**src/rtl/rggen_rtl_pkg.sv**
```systemverilog
// rggen_rtl_pkg: status codes and access FSM encoding shared by the register bus initiator and bridges.
package rggen_rtl_pkg;

    typedef enum logic [1:0] {
        RGGEN_OKAY         = 2'd0,
        RGGEN_EXOKAY       = 2'd1,
        RGGEN_SLAVE_ERROR  = 2'd2,
        RGGEN_DECODE_ERROR = 2'd3
    } rggen_status_e;

    typedef logic [1:0] rggen_access_state_t;

    localparam rggen_access_state_t STATE_IDLE     = 2'd0;
    localparam rggen_access_state_t STATE_ACCESS   = 2'd1;
    localparam rggen_access_state_t STATE_RESPONSE = 2'd2;

endpackage

```
**src/rtl/rggen_register_response_mux.sv**
```systemverilog
// rggen_register_response_mux: masked-OR of per-register status and read data over the hit registers.
module rggen_register_response_mux #(
    parameter int BUS_WIDTH = 32,
    parameter int REGISTERS = 1
) (
    input  logic [REGISTERS-1:0]           active,
    input  logic [REGISTERS-1:0]           ready,
    input  logic [2*REGISTERS-1:0]         status,
    input  logic [BUS_WIDTH*REGISTERS-1:0] read_data,
    output logic                           any_active,
    output logic                           any_ready,
    output logic [1:0]                     hit_status,
    output logic [BUS_WIDTH-1:0]           hit_read_data
);
    logic [REGISTERS-1:0] hit;

    assign hit        = active & ready;
    assign any_active = |active;
    assign any_ready  = |hit;

    always_comb begin
        hit_status    = '0;
        hit_read_data = '0;
        for (int i = 0; i < REGISTERS; i++) begin
            hit_status    = hit_status | (status[2*i+:2] & {2{hit[i]}});
            hit_read_data = hit_read_data | (read_data[BUS_WIDTH*i+:BUS_WIDTH] & {BUS_WIDTH{hit[i]}});
        end
    end
endmodule

```
**src/rtl/rggen_register_access_initiator.sv**
```systemverilog
// rggen_register_access_initiator: issues one host command at a time onto the register bus and
// returns a single registered response, handling decode errors and access timeouts.
module rggen_register_access_initiator
    import rggen_rtl_pkg::*;
#(
    parameter int ADDRESS_WIDTH  = 8,
    parameter int BUS_WIDTH      = 32,
    parameter int REGISTERS      = 1,
    parameter int TIMEOUT_CYCLES = 256
) (
    input  logic                           i_clk,
    input  logic                           i_rst,
    input  logic                           i_host_valid,
    output logic                           o_host_ready,
    input  logic                           i_host_write,
    input  logic [ADDRESS_WIDTH-1:0]       i_host_address,
    input  logic [BUS_WIDTH-1:0]           i_host_write_data,
    input  logic [BUS_WIDTH/8-1:0]         i_host_strobe,
    output logic                           o_host_resp_valid,
    input  logic                           i_host_resp_ready,
    output rggen_status_e                  o_host_status,
    output logic [BUS_WIDTH-1:0]           o_host_read_data,
    output logic                           o_reg_valid,
    output logic                           o_reg_write,
    output logic [ADDRESS_WIDTH-1:0]       o_reg_address,
    output logic [BUS_WIDTH-1:0]           o_reg_write_data,
    output logic [BUS_WIDTH/8-1:0]         o_reg_strobe,
    input  logic [REGISTERS-1:0]           i_reg_active,
    input  logic [REGISTERS-1:0]           i_reg_ready,
    input  logic [2*REGISTERS-1:0]         i_reg_status,
    input  logic [BUS_WIDTH*REGISTERS-1:0] i_reg_read_data
);
    // A zero timeout still needs a 1-bit counter; it simply saturates and never fires.
    localparam int COUNT_WIDTH = (TIMEOUT_CYCLES > 0) ? $clog2(TIMEOUT_CYCLES + 1) : 1;
    localparam logic [COUNT_WIDTH-1:0] COUNT_LAST = COUNT_WIDTH'((TIMEOUT_CYCLES > 0) ? TIMEOUT_CYCLES - 1 : 0);

    rggen_access_state_t    state;
    logic [COUNT_WIDTH-1:0] count;
    logic                   any_active;
    logic                   any_ready;
    logic [1:0]             hit_status;
    logic [BUS_WIDTH-1:0]   hit_read_data;
    logic                   timeout;
    logic                   respond;
    rggen_status_e          resp_status;
    logic [BUS_WIDTH-1:0]   resp_read_data;

    rggen_register_response_mux #(
        .BUS_WIDTH (BUS_WIDTH),
        .REGISTERS (REGISTERS)
    ) u_mux (
        .active        (i_reg_active),
        .ready         (i_reg_ready),
        .status        (i_reg_status),
        .read_data     (i_reg_read_data),
        .any_active    (any_active),
        .any_ready     (any_ready),
        .hit_status    (hit_status),
        .hit_read_data (hit_read_data)
    );

    assign o_host_ready      = state == STATE_IDLE;
    assign o_reg_valid       = state == STATE_ACCESS;
    assign o_host_resp_valid = state == STATE_RESPONSE;
    assign timeout           = (TIMEOUT_CYCLES != 0) && (count == COUNT_LAST);

    // Priority: decode error, then register ready, then timeout.
    always_comb begin
        respond        = !any_active || any_ready || timeout;
        resp_status    = !any_active ? RGGEN_DECODE_ERROR : any_ready ? rggen_status_e'(hit_status) : RGGEN_SLAVE_ERROR;
        resp_read_data = (any_active && any_ready && !o_reg_write) ? hit_read_data : '0;
    end

    always_ff @(posedge i_clk) begin
        if (i_rst) begin
            state            <= STATE_IDLE;
            count            <= '0;
            o_reg_write      <= 1'b0;
            o_reg_address    <= '0;
            o_reg_write_data <= '0;
            o_reg_strobe     <= '0;
            o_host_status    <= RGGEN_OKAY;
            o_host_read_data <= '0;
        end else begin
            if (state == STATE_IDLE && i_host_valid) begin
                state            <= STATE_ACCESS;
                count            <= '0;
                o_reg_write      <= i_host_write;
                o_reg_address    <= i_host_address;
                o_reg_write_data <= i_host_write_data;
                o_reg_strobe     <= i_host_strobe;
            end
            if (state == STATE_ACCESS) begin
                if (respond) begin
                    state            <= STATE_RESPONSE;
                    o_host_status    <= resp_status;
                    o_host_read_data <= resp_read_data;
                end else if (count != '1) begin
                    count <= count + 1'b1;
                end
            end
            if (state == STATE_RESPONSE && i_host_resp_ready) begin
                state <= STATE_IDLE;
            end
        end
    end
endmodule

```
**config.mk**
```make
export PLATFORM = sky130hd
export DESIGN_NAME = rggen_register_access_initiator
export DESIGN_NICKNAME = d
export VERILOG_FILES = /design/src/rtl/rggen_rtl_pkg.sv /design/src/rtl/rggen_register_response_mux.sv /design/src/rtl/rggen_register_access_initiator.sv
export SDC_FILE = /design/constraint.sdc
export NUM_CORES = 1
export LEC_CHECK = 0
export ABC_AREA = 0
export CORE_MARGIN = 3
export CORE_UTILIZATION = 25
export CTS_CLUSTER_DIAMETER = 40
export DETAILED_ROUTE_END_ITERATION = 8
export PLACE_DENSITY = 0.56
export SYNTH_ARGS = -nofsm -noshare
export SYNTH_HDL_FRONTEND = slang
export SYNTH_HIERARCHICAL = 1
export SYNTH_SLANG_ARGS = --single-unit
```
**constraint.sdc**
```tcl
create_clock -name i_clk -period 2.1 [get_ports i_clk]
set_input_delay 0.42 -clock i_clk [delete_from_list [all_inputs] [get_ports i_clk]]
set_output_delay 0.42 -clock i_clk [all_outputs]
set_load 0.005 [all_outputs]
```
==> results_dict.tcl, run 1 <==
set metrics [dict create \
    startpoint "count[1]" \
    grt_setup_unrepaired "yes" \
    h-tree-depth 3 \
    hold_viol 0 \
    final.setup.tns_ns 0 \
    switchingPower_mw 1.032 \
    relSlewSlack_pct 69.11 \
    internal_power_mw 3.182 \
    drt-wirelength-per-cell_um 15.54 \
    crit_fanout 5 \
    antenna_found_initial 0 \
    cts_tree "built" \
    worstSetupEndpoint "count[4]" \
    period_share_pct 97.63 \
    dpl_worst_slack_ns -0.3311 \
    viasPerCell 4.891 \
    reg2reg_depth 8 \
    start_kind "register" \
    grt_start_max_net_pins 42 \
    status "finished clean" \
    initial_core_util_pct 25.73 \
    fin_hold_ws_ns 0.4533 \
    final_nets 723 \
    hpwl_mm 8.670 \
    worst_pin_slew_ns 0.4634 \
    hp-class "register to register" \
    ff2ff_setup_slack_ns 0.05 \
    clock_sinks 90 \
    dieArea_sq_mm 0.01658 \
    dpl_cell_area_sq_mm 0.005718 \
    routabilityCongestion 0.8292 \
    min_delay_path_depth 2 \
    avgSynthCellArea_sq_um 8.001 \
    cts_buffer_depth 2 \
    n_antenna_cell 0 \
    core_sq_mm 0.01464 \
    dp_cells 803 \
    cts_root_buffer "clkbuf_16" \
    final_area_sq_mm 0.006202 \
    setup_viol 0 \
    reg2reg_from "count[1]" \
    grt-ovfl-total 0 \
    drc 0 \
    gr-usage-all-layers_pct 14.88 \
    ios 167 \
    post-route-min-period_ns 2.050 \
    netSwitchingFraction_pct 24.48 \
    worst_slack_ns 0.04983 \
    grt_pass1_wl_mm 19.87 \
    p_clk_share_pct 39.5 \
    arrival_ns 2.33 \
    drive_gt1_share_pct 14.87 \
    power_per_cell_area_mw_per_mm2 679.5 \
    numCtsBuffers 9 \
    num_vias 4025 \
    die_w_um 128.8 \
    r2r_end "count[4]" \
    ys_seq_elements 90 \
    clk_pin_slew_worst_paths_ns 0.06 \
    synth_area_leaders "dfxtp_1 (48%), a21oi_1 (11%), nand2_1 (9.2%)" \
    netlist.top_cell.by_area "dfxtp_1" \
    drt_wl_total_mm 12.79 \
    syn-num-nets 559 \
    firstDrtPassIters 4 \
    comb_power_share_pct 17.4 \
    areaGrowthSynthToFinish_pct 64.58 \
    cap_violations 0 \
    stdcell_count 823 \
    ys_types 35 \
    yosysSeqAreaShare_pct 47.81 \
    fp-row-count 44 \
    clk_latency_ns 0.34 \
    fin_util_pct 42.35 \
    maxSlewViolCount 0 \
    grt_pass1_vias 4019 \
    leakagePower_nw 2.272 \
    numPortBuffers 166 \
    synth_area_sq_mm 0.003769 \
    p_seq_share_pct 43.1 \
    clock_skew_ns 0.005122 \
    power.total_mw 4.214 \
    ir_worst_vdd_mv 0.4356 \
    syn_inst 471 \
    end_kind "register" \
    ant_nets 0 \
    worstPathRequired_ns 2.38 \
    yosysWarnings 6 \
    drt_iter0_markers 151 \
    path_class "register to register" \
    synth_top_cell_area_share_pct 47.81 \
    clock.fmax_mhz 487.8 \
    fp.dieH_um 128.8 \
]
==> critical path, cell delays in order (launching register included) <==
cell and delay, ns:
dfxtp_2 0.34, ha_4 0.17, nand3_4 0.08, nor2_4 0.04, ha_4 0.16, or3b_4 0.40
buf_12 0.15, or4_4 0.51, a21oi_2 0.14
==> worst min-delay path by stage <==
stage,start,to,slack (ns)
floorplan,o_reg_address[0],o_reg_address[0],0.45
global placement,o_reg_write_data[10],o_reg_write_data[10],0.44
detailed placement,o_reg_write_data[25],o_reg_write_data[25],0.45
CTS,o_reg_write_data[30],o_reg_write_data[30],0.45
global route,o_reg_write_data[11],o_reg_write_data[11],0.47
finish,o_reg_write_data[20],o_reg_write_data[20],0.45
==> power groups by stage <==
stage	Combinational [mW]	Clock (mW)	Sequential, mW
finish	0.733	1.67	1.82
global route	0.798	1.78	1.82
CTS	0.739	1.72	1.82
detailed placement	0.713	0	1.85
global placement	0.710	0	1.85
floorplan	0.278	0	1.86
==> cell usage in the layout (no fill, tap or decap), types with 2 or more instances in the layout <==
master and count:
mux2_4 2, inv_1 7, or3b_4 2, clkbuf_8 3
dfxtp_1 88, clkdlybuf4s50_1 165, or4_4 3, and3_2 25
dfxtp_2 2, nor3_1 3, clkbuf_16 9, and3_1 10
nand2_1 92, nand3_1 5, buf_12 4, nor4_4 3
buf_6 2, or3_1 2, buf_4 27, o31ai_1 3
nand4_1 35, ha_4 2, a21oi_2 3, nor3b_2 2
o21ai_0 35, a21oi_1 83, nor2_1 4
==> synth_stat cells <==
master / instances
clkinv_1: 1
o21ai_0: 35
nand4b_1: 1
and3_2: 25
clkbuf_1: 27
or3_1: 2
nor3_1: 3
nand3_1: 6
buf_4: 2
o211a_1: 1
nor3b_1: 3
buf_1: 5
o31ai_1: 3
nand2_1: 92
nor4_2: 1
buf_2: 9
or4_1: 3
a311oi_1: 1
or3b_1: 2
and3_1: 10
inv_1: 7
o21a_1: 1
and2_1: 1
nor2_1: 5
nand4_1: 35
mux2_2: 2
mux2i_1: 1
or3b_2: 1
clkbuf_2: 3
and3b_1: 1
dfxtp_1: 90
a21oi_1: 86
ha_1: 3
nand2b_1: 1
nor4_1: 2
==> flip-flops by register name (all words and copies together) (netlist names) <==
name	cells
count	9
o_host_status	2
o_host_read_data	32
o_reg_strobe	4
state	2
o_reg_write	1
o_reg_address	8
o_reg_write_data	32
==> cell type report <==
class,instances,area [sq um]
clock inverters,2,35.03
fillers,1445,8442
multi-input cells,327,1871
flip-flops and latches,90,1804
inverters,8,30.03
well taps,184,230.2
repair buffers,199,1962
clock buffers,13,270.3
==> layer usage <==
metal	global-route usage, %	vias up	wire [um]
met3	6.434	16	1230
met4	5.744	0	249
met5	0	-	0
li1	-	1976	-
met2	24.12	157	5963
met1	17.39	1876	5342
==> cell families after synthesis <==
kind of cell / synth area share (%)
buffers and inverters: 5.976
and+or+nand+nor: 26.99
muxes: 0.8632
DFF: 47.81
AOI/OAI and AO/OA: 17.36
adders and majority gates: 0.9961
==> what timing repair did <==
action                                  4_1_cts  5_1_grt
endpoints found under the setup margin       40       13
hold buffers                                  0        0
gates cloned                                  0        0
resized for setup                            17       12
buffers inserted                              5        0
pin swaps                                     8        5
Note: power is estimated with default switching activity, not from simulation.
==> inputs of run 2 (changes only) <==
--- a/config.mk
+++ b/config.mk
@@ -10,8 +10,7 @@
 export CORE_UTILIZATION = 25
 export CTS_CLUSTER_DIAMETER = 40
 export DETAILED_ROUTE_END_ITERATION = 8
-export PLACE_DENSITY = 0.56
+export PLACE_DENSITY = 0.58
 export SYNTH_ARGS = -nofsm -noshare
 export SYNTH_HDL_FRONTEND = slang
-export SYNTH_HIERARCHICAL = 1
 export SYNTH_SLANG_ARGS = --single-unit
==> results_dict.tcl, run 2 <==
set metrics [dict create \
    netlist.top_cell.by_area "dfxtp_1" \
    drive_gt1_share_pct 10.65 \
    ff2ff_setup_slack_ns 0.08 \
    yosysSeqAreaShare_pct 51.80 \
    clock_sinks 90 \
    viasPerCell 4.753 \
    arrival_ns 2.29 \
    grt-ovfl-total 0 \
    internal_power_mw 3.177 \
    ys_seq_elements 90 \
    routabilityCongestion 0.7805 \
    path_class "register to register" \
    synth_top_flop_cell "dfxtp_1" \
    switchingPower_mw 1.049 \
    stdcell_count 777 \
    ant_nets 0 \
    num_vias 3693 \
    async_flop_share_pct 0 \
    maxSlewViolCount 0 \
    reg2reg_depth 8 \
    core_sq_mm 0.01340 \
    fp-row-count 42 \
    initial_core_util_pct 25.96 \
    synth_top_cell_area_share_pct 51.80 \
    cts_root_buffer "clkbuf_16" \
    min_delay_path_depth 2 \
    final_area_sq_mm 0.005828 \
    ff_latch_area_sq_mm 0.001805 \
    p_clk_share_pct 39.6 \
    final_common_cell "clkdlybuf4s50_1" \
    synth-edff-count 0 \
    fill_cells 1343 \
    synth_area_sq_mm 0.003478 \
    die_w_um 124.0 \
    n_antenna_cell 0 \
    p_seq_share_pct 43.5 \
    whs_endpoint "o_reg_strobe[3]" \
    fp.dieH_um 124.0 \
    multi_input_area_sq_mm 0.001554 \
    clk_latency_ns 0.34 \
    hp-class "register to register" \
    drc 0 \
    start_kind "register" \
    numCtsBuffers 9 \
    leakagePower_nw 2.032 \
    cap_violations 0 \
    avgSynthCellArea_sq_um 8.108 \
    dieArea_sq_mm 0.01536 \
    period_share_pct 96.14 \
    worst_slack_ns 0.08112 \
    status "finished clean" \
    final_cell_mix "clkdlybuf4s50_1 (165), nand2_1 (92), dfxtp_1 (87)" \
    hpwl_mm 7.865 \
    ios 167 \
    relSlewSlack_pct 66.32 \
    dpl_cell_area_sq_mm 0.005450 \
    ys_types 32 \
    areaGrowthSynthToFinish_pct 67.55 \
    drt_iter0_markers 113 \
    firstDrtPassIters 4 \
    clock_skew_ns 0.004977 \
    synth.most_common_cell "nand2_1" \
    netSwitchingFraction_pct 24.81 \
    clk_pin_slew_worst_paths_ns 0.07 \
    power.total_mw 4.226 \
    worstPathRequired_ns 2.37 \
    end_kind "register" \
    drt_wl_total_mm 11.24 \
    fin_util_pct 43.49 \
    worst_pin_slew_ns 0.5052 \
    gr-usage-all-layers_pct 14.00 \
    h-tree-depth 3 \
    synth_area_leaders "dfxtp_1 (52%), a21oi_1 (12%), nand2_1 (9.9%)" \
    power_per_cell_area_mw_per_mm2 725.1 \
    hold_path_startpoint "o_reg_strobe[3]" \
    dpl_worst_slack_ns -0.09316 \
    hold_buffers 0 \
    ir_worst_vdd_mv 0.3942 \
    setup_viol 0 \
    antenna_found_initial 0 \
    r2r_end "count[2]" \
    clock.fmax_mhz 495.3 \
    hold_viol 0 \
    post-route-min-period_ns 2.019 \
    drt-wirelength-per-cell_um 14.46 \
    cts_tree "built" \
    grt_start_max_net_pins 50 \
    syn_inst 429 \
    ys_top_cells_by_count "nand2_1 (92), dfxtp_1 (90), a21oi_1 (86)" \
    reg2reg_from "count[0]" \
    grt_pass1_wl_mm 16.96 \
    dp_cells 759 \
    cts_buffer_depth 2 \
    grt_pass1_vias 3549 \
    crit_fanout 5 \
    comb_power_share_pct 16.9 \
    final_nets 684 \
    syn-num-nets 517 \
    yosysWarnings 0 \
    numPortBuffers 166 \
    largestRegisters "o_host_read_data: 32 flops, o_reg_write_data: 32 flops, count: 9 flops" \
]
==> run 2: area by class of cell <==
type | count | share of cell area [%]
Sequential cell | 90 | 30.98
Clock buffer | 11 | 4.337
Timing Repair Buffer | 194 | 32.68
Tap cell | 176 | 3.778
Clock inverter | 5 | 1.052
Multi-Input combinational cell | 293 | 26.66
Inverter | 8 | 0.5152
==> run 2: metal layers <==
metal / GRT usage (%) / vias up / routed length (um) / share of wire, %
li1: - / 1833 / - / -
met2: 22.44 / 168 / 5117 / 46
met4: 5.407 / 0 / 217 / 1.9
met1: 16.98 / 1673 / 4649 / 41
met3: 5.404 / 19 / 1251 / 11
met5: 0 / - / 0 / 0
==> run 2: how the worst max path moves through the flow <==
stage / depth (start not counted) / end / start
2_1_floorplan: 8 / count[5] / count[0]
3_3_place_gp: 4 / count[7] / i_reg_active
3_5_place_dp: 4 / count[5] / i_reg_active
4_1_cts: 7 / count[7] / count[0]
5_1_grt: 8 / count[6] / count[0]
6_report: 8 / count[2] / count[0]
==> run 2: kinds of logic (layout without fill, tap and decap cells) <==
logic type | after synthesis | count (layout) | share of synthesized area (%)
AO/OA/AOI/OAI | 127 | 127 | 18.81
adder cells (fa/ha/maj) | 3 | 3 | 1.079
buffers and inverters | 47 | 218 | 5.324
flip-flops | 90 | 90 | 51.80
multiplexers | 3 | 3 | 0.9352
AND/OR/NAND/NOR | 159 | 160 | 22.05
==> run 2: power by group through the flow <==
stage	Sequential (mW)	Clock (mW)	Combinational [mW]
CTS	1.84	1.73	0.719
global route	1.85	1.81	0.785
finish	1.84	1.67	0.714
global placement	1.87	0	0.706
floorplan	1.87	0	0.259
detailed placement	1.87	0	0.713
==> run 2: what timing repair did <==
action                     CTS  global route
buffers inserted             0             1
gates resized for setup      2            12
pin swaps                    0             4
cloned                       0             1
setup endpoints to repair    4            24
==> run 2: per-stage QoR <==
| step | setup TNS [ns] | hold slack [ns] |
|---|---|---|
| floorplan | 0 | 0.4527 |
| global placement | -0.1784 | 0.4414 |
| detailed placement | -0.4046 | 0.4481 |
| CTS | 0 | 0.4552 |
| global route | -0.002216 | 0.4730 |
| finish | 0 | 0.4530 |
==> run 2: worst max-delay path: stages (launching register included) <==
cell	delay [ns]
dfxtp_2	0.32
ha_2	0.19
nand3_2	0.07
nor2_2	0.05
ha_2	0.21
or3b_4	0.43
buf_4	0.15
or4_1	0.39
a21oi_1	0.14
==> inputs of run 3 (changes only) <==
--- a/config.mk
+++ b/config.mk
@@ -5,12 +5,12 @@
 export SDC_FILE = /design/constraint.sdc
 export NUM_CORES = 1
 export LEC_CHECK = 0
-export ABC_AREA = 0
 export CORE_MARGIN = 3
 export CORE_UTILIZATION = 25
 export CTS_CLUSTER_DIAMETER = 40
 export DETAILED_ROUTE_END_ITERATION = 8
 export PLACE_DENSITY = 0.58
+export REMOVE_ABC_BUFFERS = 1
 export SYNTH_ARGS = -nofsm -noshare
 export SYNTH_HDL_FRONTEND = slang
 export SYNTH_SLANG_ARGS = --single-unit
==> results_dict.tcl, run 3 (synthesis gave the netlist of run 2 again) <==
set metrics [dict create \
    hpwl_mm 7.758 \
    fin_util_pct 42.98 \
    relSlewSlack_pct 65.10 \
    leakagePower_nw 1.999 \
    cts_buffer_depth 2 \
    worstPathRequired_ns 2.37 \
    grt_pass1_vias 3505 \
    grt_pass1_wl_mm 17.53 \
    hold_viol 0 \
    ant_nets 0 \
    p_seq_share_pct 44.3 \
    netSwitchingFraction_pct 24.88 \
    clock_skew_ns 0.004144 \
    final_common_cell "clkdlybuf4s50_1" \
    routabilityCongestion 0.8261 \
    power_per_cell_area_mw_per_mm2 720.8 \
    fp-row-count 42 \
    fp.dieH_um 124.0 \
    h-tree-depth 3 \
    power.total_mw 4.151 \
    firstDrtPassIters 4 \
    ios 167 \
    end_kind "register" \
    drt-wirelength-per-cell_um 15.03 \
    numCtsBuffers 9 \
    drt_iter0_markers 178 \
    post-route-min-period_ns 2.045 \
    cap_violations 0 \
    viasPerCell 4.812 \
    internal_power_mw 3.119 \
    grt-ovfl-total 0 \
    cts_tree "built" \
    grt_start_max_net_pins 50 \
    drt_wl_total_mm 11.52 \
    path_class "register to register" \
    num_vias 3686 \
    initial_core_util_pct 25.96 \
    drive_gt1_share_pct 8.814 \
    hp-class "register to register" \
    start_kind "register" \
    n_antenna_cell 0 \
    dieArea_sq_mm 0.01536 \
    final_cell_mix "clkdlybuf4s50_1 (165), nand2_1 (92), dfxtp_1 (87)" \
    comb_power_share_pct 17.0 \
    setup_viol 0 \
    areaGrowthSynthToFinish_pct 65.58 \
    die_w_um 124.0 \
    status "finished clean" \
    switchingPower_mw 1.033 \
    core_sq_mm 0.01340 \
    drc 0 \
    ir_worst_vdd_mv 0.3401 \
    clock_sinks 90 \
    maxSlewViolCount 0 \
    worst_pin_slew_ns 0.5235 \
    arrival_ns 2.31 \
    final_nets 674 \
    crit_fanout 5 \
    gr-usage-all-layers_pct 14.59 \
    p_clk_share_pct 38.7 \
    cts_root_buffer "clkbuf_16" \
    hold_buffers 0 \
    clk_latency_ns 0.34 \
    clock.fmax_mhz 489.1 \
    largestRegisters "o_host_read_data: 32 flops, o_reg_write_data: 32 flops, count: 9 flops" \
    clk_pin_slew_worst_paths_ns 0.06 \
    numPortBuffers 166 \
    period_share_pct 97.36 \
    antenna_found_initial 0 \
]
run 3: critical path: stages, from the launching register on:
cell and delay [ns]:
dfxtp_1 0.35, nand4_1 0.21, nor2_2 0.08, ha_2 0.20
or3b_4 0.46, or4_1 0.53, a21oi_1 0.15
run 3: final cells by class:
cell class,instances,area (sq um)
fillers,1342,7641
repair buffers,184,1849
flip-flops and latches,90,1805
multi-input cells,293,1560
clock buffers,10,239.0
well taps,176,220.2
clock inverters,5,55.05
inverters,8,30.03
run 3: layer usage:
| metal | routed length (um) | global-route usage [%] | vias to the layer above |
|---|---|---|---|
| li1 | - | - | 1819 |
| met1 | 4972 | 18.58 | 1684 |
| met2 | 4993 | 21.26 | 162 |
| met3 | 1248 | 6.176 | 21 |
| met4 | 302 | 6.913 | 0 |
| met5 | 0 | 0 | - |
run 3: final timing paths:
check             startpoint               to  slack [ns]  cells after the start
max reg2reg         count[4]         count[4]        0.06                      6
min reg2reg  o_reg_strobe[2]  o_reg_strobe[2]        0.45                      2
max                 count[4]         count[4]        0.06                      6
min          o_reg_strobe[2]  o_reg_strobe[2]        0.45                      2
run 3: timing repair:
action / in CTS / in global routing
pin swaps: 0 / 6
resized for setup: 5 / 11
buffers inserted: 0 / 0
cloned: 0 / 1
setup endpoints to repair: 8 / 14
endpoints found under the hold margin: 0 / 0
run 3: stage by stage:
stage | area, sq um | hold slack [ns] | worst slack, ns | setup TNS (ns) | cells
after floorplan | 3323 | 0.4467 | -1.341 | -83.80 | 390
after global placement | 5395 | 0.4414 | -0.09888 | -0.3606 | 750
after detailed placement | 5395 | 0.4453 | -0.1811 | -0.7035 | 750
after CTS | 5708 | 0.4543 | 0.005020 | 0 | 765
after global routing | 5759 | 0.4785 | -0.007730 | -0.01453 | 766
final | 5759 | 0.4520 | 0.05541 | 0 | 766
run 3: power by group through the flow:
stage               clock, mW  sequential [mW]  combinational [mW]
floorplan                   0             1.88               0.212
global placement            0             1.87               0.695
detailed placement          0             1.88               0.700
CTS                      1.67             1.84               0.708
global route             1.76             1.85               0.774
finish                   1.61             1.84               0.706
